==> src/rtl/gate_op_scheduler.sv <==
// Time-multiplexes one 1-bit NAND/NOR/XOR gate between two requesters.
// Operands are evaluated LSB first, one bit per clock, with round-robin arbitration.
module gate_op_scheduler #(
  parameter int WIDTH = 8
) (
  input  logic             clk,
  input  logic             rst_n,
  input  logic [1:0]       req_valid,
  output logic [1:0]       req_ready,
  input  logic [1:0]       req_op0,
  input  logic [1:0]       req_op1,
  input  logic [WIDTH-1:0] req_a0,
  input  logic [WIDTH-1:0] req_b0,
  input  logic [WIDTH-1:0] req_a1,
  input  logic [WIDTH-1:0] req_b1,
  output logic             res_valid,
  input  logic             res_ready,
  output logic [WIDTH-1:0] res_data,
  output logic             res_id,
  output logic             res_err,
  output logic             busy
);

  localparam int IW = $clog2(WIDTH);
  localparam logic [IW-1:0] LAST_IDX = IW'(WIDTH - 1);

  typedef enum logic [1:0] {IDLE, RUN, DONE} state_t;

  state_t           state_q, state_d;
  logic [1:0]       op_q, op_d;
  logic [WIDTH-1:0] a_q, a_d, b_q, b_d;
  logic [WIDTH-1:0] res_q, res_d;
  logic [IW-1:0]    idx_q, idx_d;
  logic             id_q, id_d;
  logic             err_q, err_d;
  logic             last_grant_q, last_grant_d;
  logic [1:0]       ready_c;
  logic             grant;

  function automatic logic gate_bit(input logic [1:0] op, input logic a, input logic b);
    case (op)
      2'b00:   return ~(a & b);
      2'b01:   return ~(a | b);
      2'b10:   return a ^ b;
      default: return 1'b0;
    endcase
  endfunction

  // NOTE: every variable gets a default before the case so no path leaves it unassigned (no latch).
  always_comb begin
    state_d      = state_q;
    op_d         = op_q;
    a_d          = a_q;
    b_d          = b_q;
    res_d        = res_q;
    idx_d        = idx_q;
    id_d         = id_q;
    err_d        = err_q;
    last_grant_d = last_grant_q;
    ready_c      = 2'b00;
    grant        = 1'b0;

    case (state_q)
      IDLE: begin
        case (req_valid)
          2'b01:   begin grant = 1'b0;          ready_c = 2'b01; end
          2'b10:   begin grant = 1'b1;          ready_c = 2'b10; end
          2'b11:   begin grant = ~last_grant_q; ready_c = grant ? 2'b10 : 2'b01; end
          default: begin grant = 1'b0;          ready_c = 2'b00; end
        endcase
        if (|(req_valid & ready_c)) begin
          op_d         = grant ? req_op1 : req_op0;
          a_d          = grant ? req_a1  : req_a0;
          b_d          = grant ? req_b1  : req_b0;
          id_d         = grant;
          last_grant_d = grant;
          res_d        = '0;
          err_d        = 1'b0;
          idx_d        = '0;
          state_d      = RUN;
        end
      end
      RUN: begin
        res_d[idx_q] = gate_bit(op_q, a_q[idx_q], b_q[idx_q]);
        if (op_q == 2'b11) err_d = 1'b1;
        idx_d = idx_q + 1'b1;
        if (idx_q == LAST_IDX) begin
          idx_d   = '0;
          state_d = DONE;
        end
      end
      DONE: begin
        if (res_ready) state_d = IDLE;
      end
      default: state_d = IDLE;
    endcase
  end

  // NOTE: sequential state uses non-blocking assignments so all registers update together at the edge.
  always_ff @(posedge clk) begin
    if (!rst_n) begin
      state_q      <= IDLE;
      op_q         <= 2'b00;
      a_q          <= '0;
      b_q          <= '0;
      res_q        <= '0;
      idx_q        <= '0;
      id_q         <= 1'b0;
      err_q        <= 1'b0;
      last_grant_q <= 1'b1;
    end else begin
      state_q      <= state_d;
      op_q         <= op_d;
      a_q          <= a_d;
      b_q          <= b_d;
      res_q        <= res_d;
      idx_q        <= idx_d;
      id_q         <= id_d;
      err_q        <= err_d;
      last_grant_q <= last_grant_d;
    end
  end

  // Handshake outputs are forced quiet during the reset cycle itself, whatever the state.
  assign req_ready = rst_n ? ready_c : 2'b00;
  assign res_valid = rst_n & (state_q == DONE);
  assign busy      = rst_n & (state_q != IDLE);
  assign res_data  = res_q;
  assign res_id    = id_q;
  assign res_err   = err_q;

endmodule

==> config.mk <==
export PLATFORM = sky130hd
export DESIGN_NAME = gate_op_scheduler
export DESIGN_NICKNAME = d
export VERILOG_FILES = /design/src/rtl/gate_op_scheduler.sv
export SDC_FILE = /design/constraint.sdc
export NUM_CORES = 1
export LEC_CHECK = 0
export BUFFER_PORTS_ARGS = -buffer_cell sky130_fd_sc_hd__buf_4
export CORE_MARGIN = 5
export CORE_UTILIZATION = 50
export DETAILED_ROUTE_END_ITERATION = 8
export HOLD_SLACK_MARGIN = 0.06
export PLACE_DENSITY = 0.77
export REMOVE_ABC_BUFFERS = 1
export SETUP_SLACK_MARGIN = 0.05
export SLEW_MARGIN = 20
export SYNTH_ARGS = -nofsm -noshare
export SYNTH_HDL_FRONTEND = slang
export SYNTH_SLANG_ARGS = --single-unit
==> constraint.sdc <==
create_clock -name clk -period 3.35 [get_ports clk]
set_input_delay 0.8375 -clock clk [delete_from_list [all_inputs] [get_ports clk]]
set_output_delay 0.8375 -clock clk [all_outputs]
set_load 0.05 [all_outputs]
### Word level (Yosys, flattened, before mapping)

Index checks and enable logic that the tools add are counted.
Widths: inputs -> output; s select.

* $lt $le $gt $ge: 2
* equality and inequality tests: 13
* reductions and logical operators: 10
* add/sub/neg operators: 1
* multiplexer cells: 31
* bitwise gates (word level): 9

Operator list (number)
* $mux 8: 3
* $mux 2: 8
* $pmux 8 s2: 1
* $pmux 2 s3: 2
* $eq 2x2->1 const B: 5
* $bwmux 8: 1
* $ne 2x2->1 const B: 4
* $mux 1: 7
* $bmux 1 s3: 2
* $eq 2x1->1 const B: 3
* $mux 3: 2
* $pmux 3 s2: 1
* $reduce_and 3->1: 2
* $logic_not 2->1: 2
* $lt 3x4->1 const B: 1
* $pmux 1 s2: 2
* $reduce_and 2->1: 2
* $reduce_bool 2->1: 2
* $add 3x1->3 const B: 1
* $and 1x1->1: 3
* $demux 1 s3: 1
* $eq 3x3->1 const B: 1
* $ge 3x1->1 const B: 1
* $not 1->1: 3
* other kinds (6): 6

* logic and storage cells: 75
* bits of input ports: 41
* output and inout bits: 14
* register bits after elaboration: 34

### Depth between registers and ports, before layout

* word-level depth: 8
* depth in mapped cells: 9
* depth with buffers taken out: 7

### Least setup slack after synthesis

OpenSTA, ideal clock, no wires.

* kind: input port to output port
* from: input req_valid[0]
* to: output req_ready[1]
* cell stages on the path: 6
* required time: 2513 ps
* data arrival time: 2449 ps
* setup slack: 64 ps
* path through: buf_2 > nor2_1 > or3_1 > buf_6 > buf_8 > a21oi_1

* word-level cells in the longest chain between the ends: 5
* elaborated cells between the ends (all ways): 7
* those cells by class: 3 x eq/ne; 4 x mux

RTL lines
* start, declared: RTL line 8 `input logic [1:0] req_valid,`
* $eq 2x2->1 / $eq 2x1->1 (equally long branches): RTL line 65 `case (req_valid)`
* $pmux 2 s3 *: RTL line 65
* $mux 2 * (2 in a row): RTL line 63 `case (state_q)`
* $mux 2 *: RTL line 125 `assign req_ready = rst_n ? ready_c : 2'b00;`
* end, declared: RTL line 9 `output logic [1:0] req_ready,`

Every way passes the cells marked *; elsewhere a longest branch is shown, timed or not. The select of a mux whose other input is x is not followed.

### Worst setup path after layout

* from: input rst_n
* to: output req_ready[1]

* word-level cells in the longest chain between the ends: 1

RTL lines
* start, declared: RTL line 7 `input logic rst_n,`
* $mux 2: RTL line 125

Every way passes these cells.

==> results.py <==
metrics = {
    "place": {
        "place.port_buffers": 54,
        "dp.cells": 312,
        "post-place-ws_ns": 0.573,
        "place_congestion": 0.755,
        "postPlaceCellArea_sq_um": 2300,
        "dpl.hpwl_mm": 3.07,
    },
    "clock_network": {
        "cts_hold_buf": 0,
        "insertion_delay_ns": 0.30,
        "cts-resized-gates": 0,
        "path_clk_slew_ns": 0.07,
        "cts-buffers-inserted": 5,
        "cts_tree": "done",
        "clock-sinks": 34,
        "htree_levels": 2,
        "clockBufferDepth": 2,
        "post-cts-setup-buffers": 0,
        "cts-root-buf": "clkbuf_8",
    },
    "synth": {
        "syn_area_sq_um": 1890,
        "synth_edf_count": 0,
        "synthArstFlopShare_pct": 0,
        "yosys.area.top_type": "dfxtp_1",
        "yosysUniqueCellTypes": 42,
        "synth_top_area_share_pct": 35.9,
        "yosysWarnings": 0,
        "synth_common_cells": "64 x nand2_1, 34 x dfxtp_1, 13 x clkbuf_1",
        "postSynthCellCount": 224,
        "synth_most_common_cell": "nand2_1",
        "yosysSeqAreaShare_pct": 35.9,
        "ys_seq_elements": 34,
        "synth.avg_cell_area_sq_um": 8.46,
        "synth_area_leaders": "dfxtp_1 36%, nand2_1 13%, a32oi_2 7.7%",
        "yosys_most_used_dff": "dfxtp_1",
    },
    "sta": {
        "rsz0062_at_grt": "false",
        "final.setup.worst_slack_ns": 0.579,
        "clock.fmax_mhz": 361,
        "finalCritPeriodShare_pct": 82.7,
        "tightestPinTransition_ns": 0.911,
        "finalHoldViolCount": 0,
        "skew_ns": 0.00778,
        "finalSetupTns_ns": 0,
        "slew_headroom_pct": 39.2,
        "setup_viol": 0,
        "period_minus_slack_ns": 2.77,
        "slew_violations": 0,
    },
    "floorplan": {
        "die_area_sq_um": 5120,
        "start_util_pct": 51.7,
        "core_sq_um": 3660,
        "die_w_microns": 71.6,
        "fp-row-count": 22,
        "chipHeight_microns": 71.6,
        "ios": 55,
    },
    "worst_setup_path": {
        "reg2reg_to": "res_data[6]$_SDFFE_PN0P_",
        "crit_top_cell": "buf_4",
        "cp-start-kind": "input pin",
        "timing.rr.start": "idx_q[0]$_SDFFE_PN0P_",
        "cpMaxStageDelayCell": "or3_1",
        "required_ns": 2.51,
        "crit_end": "req_ready[1]",
        "crit_path_start": "rst_n",
        "path_delay_family": "buffers and inverters",
        "r2r_cells": 7,
        "crit_chain": "buf_4 -> inv_1 -> or3_1 -> a21oi_1 -> buf_4",
        "worstPathBufferInverterCount": 3,
        "r2r_setup_slack_ns": 0.73,
        "critPathMaxStageDelay_ns": 0.40,
        "crit_type": "input pin to primary output",
        "cp-end-kind": "primary output",
        "critPathArrivalTime_ns": 1.93,
        "cp_max_fo": 30,
        "cp.depth": 5,
    },
    "layout": {
        "instances_no_fill": 320,
        "design_area_sq_um": 2410,
        "syn_to_final_growth_pct": 27.2,
        "drive_gt1_share_pct": 29.8,
        "multi_input_area_sq_um": 1110,
        "fin_nets": 316,
        "regArea_sq_um": 681,
        "fillers": 326,
        "n_antenna_cell": 0,
    },
    "route": {
        "via_per_inst": 5.45,
        "firstDrtPassIters": 4,
        "num_vias": 1743,
        "avgRoutedWirePerCell_microns": 14.1,
        "drtAntennaViolNets": 0,
        "drt_wl_total_mm": 4.50,
        "drc": 0,
        "drt_iter0_markers": 63,
    },
    "power_and_ir_drop": {
        "power.leakage_nw": 1.06,
        "totalPowerFinal_w": 0.00104,
        "powerDensity_nw_per_um2": 433,
        "peakVddDrop_v": 0.000281,
    },
    "min_path": {
        "hold_class": "flop to flop",
    },
    "global_route": {
        "grt_pass1_wl_mm": 7.46,
        "antenna_found_initial": 0,
        "grt_max_degree": 31,
        "grt.overflow.total": 0,
        "grt_usage_pct": 18.2,
        "grt_pass1_vias": 1683,
    },
    "run_status": {
        "outcome": "finished clean",
    },
    "job": {
        "maxCapViolations": 0,
    },
}
==> report_power, final <==
part / switching, W / leakage (nW) / total (W) / internal [W]
clock network: 0.000160 / 0.0504 / 0.000381 / 0.000221
logic: 0.000111 / 0.725 / 0.000203 / 0.0000918
registers: 0.0000230 / 0.280 / 0.000459 / 0.000436
==> per-layer routing <==
metal | global-route usage [%] | vias to the layer above | part of all wire [%] | routed length (microns)
li1 | - | 905 | - | -
met1 | 23.1 | 794 | 46 | 2050
met2 | 29.5 | 37 | 48 | 2150
met3 | 4.35 | 7 | 5.0 | 225
met4 | 7.31 | 0 | 1.6 | 71
met5 | 0 | - | 0 | 0
==> worst reg2reg max path, stage by stage (launching register included) <==
cell and delay (ns):
dfxtp_1 0.66, nor2b_1 0.16, a32o_1 0.30, a2111oi_0 0.48
ha_1 0.23, nor2b_1 0.04, o41a_1 0.50, mux2i_1 0.18
==> worst min path at each step <==
stage | from | endpoint | slack (ns) | cells past startpoint
2_1_floorplan | a_q[2]$_SDFFE_PN0P_ | a_q[2]$_SDFFE_PN0P_ | 0.42 | 2
3_3_place_gp | a_q[2]$_SDFFE_PN0P_ | a_q[2]$_SDFFE_PN0P_ | 0.44 | 2
3_5_place_dp | a_q[2]$_SDFFE_PN0P_ | a_q[2]$_SDFFE_PN0P_ | 0.43 | 2
4_1_cts | a_q[2]$_SDFFE_PN0P_ | a_q[2]$_SDFFE_PN0P_ | 0.45 | 2
5_1_grt | a_q[3]$_SDFFE_PN0P_ | a_q[3]$_SDFFE_PN0P_ | 0.47 | 2
6_report | a_q[2]$_SDFFE_PN0P_ | a_q[2]$_SDFFE_PN0P_ | 0.45 | 2
==> registers in the layout, indices dropped and copies added (netlist names) <==
| signal | flops |
|---|---|
| res_id | 1 |
| res_err | 1 |
| op_q | 2 |
| state_q | 2 |
| b_q | 8 |
| res_data | 8 |
| last_grant_q | 1 |
| a_q | 8 |
| idx_q | 3 |
==> layout by cell type (no fill, tap or decap), types with 2 or more instances in the layout <==
| master | count |
|---|---|
| nor2b_1 | 5 |
| dfxtp_1 | 34 |
| nor3_1 | 2 |
| nand2_1 | 64 |
| a21o_1 | 2 |
| ha_1 | 4 |
| mux2i_1 | 10 |
| o211ai_1 | 11 |
| nand3_1 | 6 |
| and3_1 | 2 |
| clkinvlp_4 | 2 |
| nor2_1 | 5 |
| nand2b_1 | 2 |
| or3_1 | 3 |
| nor3b_1 | 3 |
| a21oi_1 | 7 |
| a32oi_2 | 9 |
| nand4_1 | 2 |
| clkbuf_8 | 5 |
| o21ai_0 | 5 |
| buf_4 | 59 |
| and3b_1 | 2 |
| a32oi_1 | 9 |
==> area by class of cell <==
type,count,share of cell area (%)
clock inverter,3,1.87
timing repair buffer,59,18.4
tap,48,2.49
multi-input combinational,170,46.0
inverter,1,0.156
clock buffer,5,2.86
sequential,34,28.2
==> cell families (layout without fill, tap and decap cells) <==
group	count (synthesis)	count (layout)	share of synthesized area, %
AND/OR/NAND/NOR	105	105	26.2
flip-flops	34	34	35.9
buffers and inverters	20	68	5.55
multiplexers	11	11	5.88
AO/OA/AOI/OAI	50	50	23.8
adder cells (fa/ha/maj)	4	4	2.64
==> per-stage QoR <==
step	util (%)	hold WS (ns)
6_report	65.8	0.446
3_3_place_gp	62.7	0.440
2_1_floorplan	-	0.420
4_1_cts	65.8	0.450
5_1_grt	65.8	0.469
3_5_place_dp	62.7	0.433
Power figures use the tool's default switching activity.
